## config.mk

```make
export PLATFORM = sky130hd
export DESIGN_NAME = wb_arbiter
export DESIGN_NICKNAME = d
export VERILOG_FILES = /design/src/rtl/dlx_pkg.sv /design/src/rtl/wb_queue.sv /design/src/rtl/wb_arbiter.sv
export SDC_FILE = /design/constraint.sdc
export NUM_CORES = 1
export LEC_CHECK = 0
export BUFFER_PORTS_ARGS = -buffer_cell sky130_fd_sc_hd__buf_2
export CAP_MARGIN = 40
export CORE_MARGIN = 10
export CORE_UTILIZATION = 49
export CTS_CLUSTER_DIAMETER = 100
export DETAILED_ROUTE_END_ITERATION = 12
export GPL_TIMING_DRIVEN = 0
export PLACE_DENSITY = 0.71
export SLEW_MARGIN = 30
export SYNTH_ARGS = -nofsm -noshare
export SYNTH_HDL_FRONTEND = slang
export SYNTH_HIERARCHICAL = 1
export SYNTH_SLANG_ARGS = --single-unit
```

## constraint.sdc

```tcl
create_clock -name clk -period 5.72 [get_ports clk]
set_input_delay 0.858 -clock clk [delete_from_list [all_inputs] [get_ports clk]]
set_output_delay 0.858 -clock clk [all_outputs]
set_load 0.02 [all_outputs]
```

## src/rtl/dlx_pkg.sv

```systemverilog
// Shared DLX datapath constants and the writeback queue entry type.
package dlx_pkg;

  localparam int DATA_W     = 32;
  localparam int REG_ADDR_W = 5;
  localparam int NUM_REGS   = 32;

  // One buffered load result; live=0 means a younger ALU write superseded it.
  typedef struct packed {
    logic                  live;
    logic [REG_ADDR_W-1:0] rd;
    logic [DATA_W-1:0]     data;
  } wb_entry_t;

  // One-hot decode of a register address.
  function automatic logic [NUM_REGS-1:0] rd_decode(input logic [REG_ADDR_W-1:0] rd);
    logic [NUM_REGS-1:0] d;
    d     = '0;
    d[rd] = 1'b1;
    return d;
  endfunction

endpackage

```

## src/rtl/wb_queue.sv

```systemverilog
// In-order load-result queue with per-entry squash and pending-register mask.
module wb_queue
  import dlx_pkg::*;
#(
  parameter int DEPTH = 4,
  localparam int PTR_W = $clog2(DEPTH),
  localparam int CNT_W = PTR_W + 1
) (
  input  logic                  clk,
  input  logic                  reset,
  input  logic                  push,
  input  logic [REG_ADDR_W-1:0] push_rd,
  input  logic [DATA_W-1:0]     push_data,
  input  logic                  pop,
  input  logic                  squash,
  input  logic [REG_ADDR_W-1:0] squash_rd,
  output wb_entry_t             head,
  output logic [CNT_W-1:0]      count,
  output logic                  full,
  output logic                  empty,
  output logic [NUM_REGS-1:0]   pending
);

  wb_entry_t          ent [DEPTH];
  logic [PTR_W-1:0]   head_ptr;
  logic [PTR_W-1:0]   tail_ptr;
  logic [DEPTH-1:0]   hit;
  logic               push_ok;
  logic               pop_ok;
  logic               push_live;

  assign full    = (count == CNT_W'(DEPTH));
  assign empty   = (count == '0);
  assign push_ok = push && !full;
  assign pop_ok  = pop && !empty;
  assign head    = ent[head_ptr];

  // The squashing ALU write is younger than a same-cycle push, so the push lands dead.
  assign push_live = !(squash && (squash_rd == push_rd));

  // Per-entry squash compare against the ALU destination.
  for (genvar i = 0; i < DEPTH; i++) begin : g_cmp
    assign hit[i] = squash && (ent[i].rd == squash_rd);
  end

  // Entry storage, pointers and occupancy. Popped entries drop their live
  // bit so the pending mask only ever sees occupied slots.
  always_ff @(posedge clk or negedge reset) begin
    if (!reset) begin
      for (int i = 0; i < DEPTH; i++) ent[i] <= '0;
      head_ptr <= '0;
      tail_ptr <= '0;
      count    <= '0;
    end else begin
      for (int i = 0; i < DEPTH; i++)
        if (hit[i]) ent[i].live <= 1'b0;
      if (pop_ok) begin
        ent[head_ptr].live <= 1'b0;
        head_ptr           <= head_ptr + 1'b1;
      end
      if (push_ok) begin
        ent[tail_ptr].live <= push_live;
        ent[tail_ptr].rd   <= push_rd;
        ent[tail_ptr].data <= push_data;
        tail_ptr           <= tail_ptr + 1'b1;
      end
      case ({push_ok, pop_ok})
        2'b10:   count <= count + 1'b1;
        2'b01:   count <= count - 1'b1;
        default: count <= count;
      endcase
    end
  end

  // Pending mask: OR of the destination decodes of all live entries.
  always_comb begin
    pending = '0;
    for (int i = 0; i < DEPTH; i++)
      if (ent[i].live) pending = pending | rd_decode(ent[i].rd);
  end

endmodule

```

## src/rtl/wb_arbiter.sv

```systemverilog
// Writeback arbiter: ALU results take the register-file port immediately,
// load results are queued in order and drained when the ALU is idle.
module wb_arbiter
  import dlx_pkg::*;
#(
  parameter int DEPTH = 4
) (
  input  logic                    clk,
  input  logic                    reset,
  input  logic                    alu_valid,
  input  logic [4:0]              alu_rd,
  input  logic [31:0]             alu_data,
  input  logic                    mem_valid,
  output logic                    mem_ready,
  input  logic [4:0]              mem_rd,
  input  logic [31:0]             mem_data,
  output logic                    reg_write,
  output logic [4:0]              write_reg,
  output logic [31:0]             write_data,
  output logic [31:0]             pending,
  output logic [$clog2(DEPTH):0]  q_count
);

  wb_entry_t head;
  logic      full;
  logic      empty;
  logic      alu_wr;
  logic      push;
  logic      pop;

  // r0 is hardwired zero: writes to it are dropped, loads to it complete but vanish.
  assign alu_wr    = alu_valid && (alu_rd != '0);
  assign mem_ready = reset && !full;
  assign push      = mem_valid && mem_ready && (mem_rd != '0);
  assign pop       = !alu_wr && !empty;

  wb_queue #(.DEPTH(DEPTH)) u_queue (
    .clk       (clk),
    .reset     (reset),
    .push      (push),
    .push_rd   (mem_rd),
    .push_data (mem_data),
    .pop       (pop),
    .squash    (alu_wr),
    .squash_rd (alu_rd),
    .head      (head),
    .count     (q_count),
    .full      (full),
    .empty     (empty),
    .pending   (pending)
  );

  // Output register: ALU has priority; a squashed head pops without writing
  // and address/data hold so the port does not toggle needlessly.
  always_ff @(posedge clk or negedge reset) begin
    if (!reset) begin
      reg_write  <= 1'b0;
      write_reg  <= '0;
      write_data <= '0;
    end else if (alu_wr) begin
      reg_write  <= 1'b1;
      write_reg  <= alu_rd;
      write_data <= alu_data;
    end else if (pop) begin
      reg_write <= head.live;
      if (head.live) begin
        write_reg  <= head.rd;
        write_data <= head.data;
      end
    end else begin
      reg_write <= 1'b0;
    end
  end

endmodule

```

==> results.yml <==
place:
  post-place-ws_ps: 1592
  dp.cells: 1506
  dp.final_hpwl_um: 21580
  finalWeightedCongestion: 0.9249
  io_buffers: 151
setup_path:
  slowest_delay_ps: 540
  crit_family: "buffers and inverters"
  crit_path_cell_trace: "buf_2 > or4_4 > o21ai_4 > buf_8 > inv_2 > nor2_1 > o31a_2 > clkbuf_1 > ha_1 > inv_1 > fa_1 > xor2_1 > nor2_1 > xor2_1"
  slowest_stage: "or4_4"
  path_buf_inv: 5
  crit_type: "input pin to flop"
  r2r_cells: 7
  cp.arrival_ps: 4030
  cp-end-kind: "flop"
  cp_max_fo: 11
  required_ps: 6080
  crit_cells: 14
  crit_path_start_kind: "input pin"
grt:
  grt_pass1_wl_um: 48860
  antenna_found_initial: 6
  grt_usage: 0.2175
  grt_max_degree: 77
  grt_pass1_vias: 8794
  grt_overflow: 0
synthesis:
  syn_area_mm2: 0.01058
  netlist_instances: 1076
  async_flop_share: 1.000
  synth.avg_cell_area_um2: 9.833
  ys_types: 43
  synth_edf_count: 0
  synth_nets: 1164
  ys_top_cells_by_area: "dfrtp_1, nand2_1, mux4_2"
  yosys.area.top_type_share: 0.4659
  synth_ff_type: "dfrtp_1"
  ys_seq_area_frac: 0.4659
  yosysWarnings: 6
  ys_ff_latch: 197
  yosysTopAreaCell: "dfrtp_1"
layout:
  finalNonFillerCells: 1543
  fillers: 1797
  largest_reg_flops: 152
  layout.nets: 1339
  area_delta_synth_final_pct: 17.18
  drive_above_1_share: 0.2832
timing:
  finalHoldViolCount: 0
  rsz0062_at_grt: "false"
  fmax_ghz: 0.2725
  setup_viol: 0
  relSlewSlack: 0.4756
  skew_ps: 13.80
  setup_ws_ps: 2050
  finalCritPeriodShare: 0.6415
  layout_min_cycle_time_ps: 3670
  worstMarginPinSlew_ps: 786.7
  drv_slew: 0
clock_network:
  clockBufferDepth: 2
  clock_sinks: 197
  cts_tree: "yes"
  cts_hold_buf: 0
  clk_latency_ps: 430
  numCtsBuffers: 17
  post_cts_resized: 0
  htreeDepth: 4
  post_cts.repair.setup_buffers: 0
  root_buffer: "clkbuf_16"
  clk_pin_slew_ps: 80
routing:
  ant_nets: 0
  drt_pass1_iterations: 6
  via_per_inst: 5.675
  vias: 8756
  drt_iter0_drc: 930
  routedWlPerCell_um: 20.14
  routed_wirelength_um: 31080
  drc: 0
job:
  max_cap_violations: 0
die:
  fp.dieArea_mm2: 0.02787
  boundaryPins: 152
  die_w_um: 166.9
  start_util: 0.5001
  rows: 53
  core_area_mm2: 0.02115
  die_h_um: 166.9
power:
  leakage_nw: 6.179
  comb_power_share: 0.467
  power.density_mw_per_mm2: 559.5
  clockPowerShare: 0.184
  p_int_mw: 4.200
  switchingPower_mw: 2.736
  ir_drop_uv: 309.4
  seqPwrFrac: 0.350
  swShare: 0.3945
worst_hold_path:
  min_path_type: "input pin to async pin"
outcome:
  outcome: "finished clean"
synthesized netlist by cell type, types with 10 or more instances:
cell type,count
mux2_2,65
nand2_1,467
a22oi_1,16
and3_1,11
dfrtp_1,197
nand3_1,10
clkbuf_1,37
a221o_1,16
nor2_1,12
o22ai_1,20
nand3b_1,10
buf_8,15
mux4_2,38
xor2_1,22
nor3b_1,10
buf_2,15
o221ai_1,16
placed cells by master (no fill, tap or decap), types with 10 or more instances in the layout:
master	count
buf_8	16
and3_1	11
clkbuf_16	17
dfrtp_1	197
nand3b_1	10
nand3_1	10
mux2_2	65
mux4_2	38
buf_2	166
nor3b_1	10
xor2_1	22
nand2_1	467
o22ai_1	20
a22oi_1	16
a221o_1	16
o221ai_1	16
clkbuf_1	38
nor2_1	12
per-stage QoR:
| step | power (mW) | hold WS [ps] | area [µm²] | utilization | TNS [ps] |
|---|---|---|---|---|---|
| 3_5_place_dp | 5.665 | 456.7 | 11760 | 0.5560 | 0 |
| 5_1_grt | 7.410 | 341.5 | 12390 | 0.5857 | 0 |
| 2_1_floorplan | 4.678 | 440.3 | 10580 | - | 0 |
| 4_1_cts | 6.951 | 342.6 | 12380 | 0.5854 | 0 |
| 3_3_place_gp | 5.535 | 452.8 | 11680 | 0.5521 | -67530 |
| 6_report | 6.937 | 330.9 | 12400 | 0.5861 | 0 |
logic make-up (layout without fill, tap and decap cells):
group | count (synthesis) | in the layout | synth area share
AND/OR/NAND/NOR | 562 | 562 | 0.2273
other | 0 | 4 | 0
AO/OA/AOI/OAI | 78 | 78 | 0.05783
adder cells (fa/ha/maj) | 10 | 10 | 0.01254
buffers and inverters | 91 | 279 | 0.05676
XOR/XNOR | 30 | 30 | 0.02483
multiplexers | 108 | 108 | 0.1548
flip-flops | 197 | 197 | 0.4659
layer usage:
layer | share of wire | vias to the layer above | global-route usage
met5 | 0.00087 | - | 0
met4 | 0.011 | 4 | 0.04353
met3 | 0.089 | 34 | 0.06637
met2 | 0.48 | 411 | 0.3575
met1 | 0.42 | 4313 | 0.2779
li1 | - | 3994 | -
power groups by stage:
stage	combinational, mW	clock (mW)	sequential (mW)
6_report	3.24	1.27	2.43
5_1_grt	3.56	1.35	2.50
4_1_cts	3.25	1.29	2.41
3_5_place_dp	3.23	0	2.44
3_3_place_gp	3.13	0	2.40
2_1_floorplan	2.16	0	2.51
cell type report:
type / instances / area, µm² / area share
sequential: 197 / 4930 / 0.3976
inverter: 9 / 33.78 / 0.002725
timing repair buffer: 156 / 842.1 / 0.06792
tap: 275 / 344.1 / 0.02775
clock inverter: 12 / 165.2 / 0.01332
antenna: 4 / 10.01 / 0.0008073
clock buffer: 20 / 456.7 / 0.03684
multi-input combinational: 788 / 5050 / 0.4073
buffer: 82 / 566.8 / 0.04572
final timing paths:
kind                                      from               end  slack (ps)
max in group asynchronous                reset  u_queue/ent[109]        4300
hold reg to reg                u_queue/ent[38]   u_queue/ent[38]         470
setup / recovery                     alu_rd[1]  u_queue/count[2]        2050
hold / removal                           reset    write_data[14]         330
min in group clk               u_queue/ent[38]   u_queue/ent[38]         470
setup reg to reg           u_queue/head_ptr[1]    write_data[12]        2550
No activity file was read; power rests on OpenSTA's default activity.
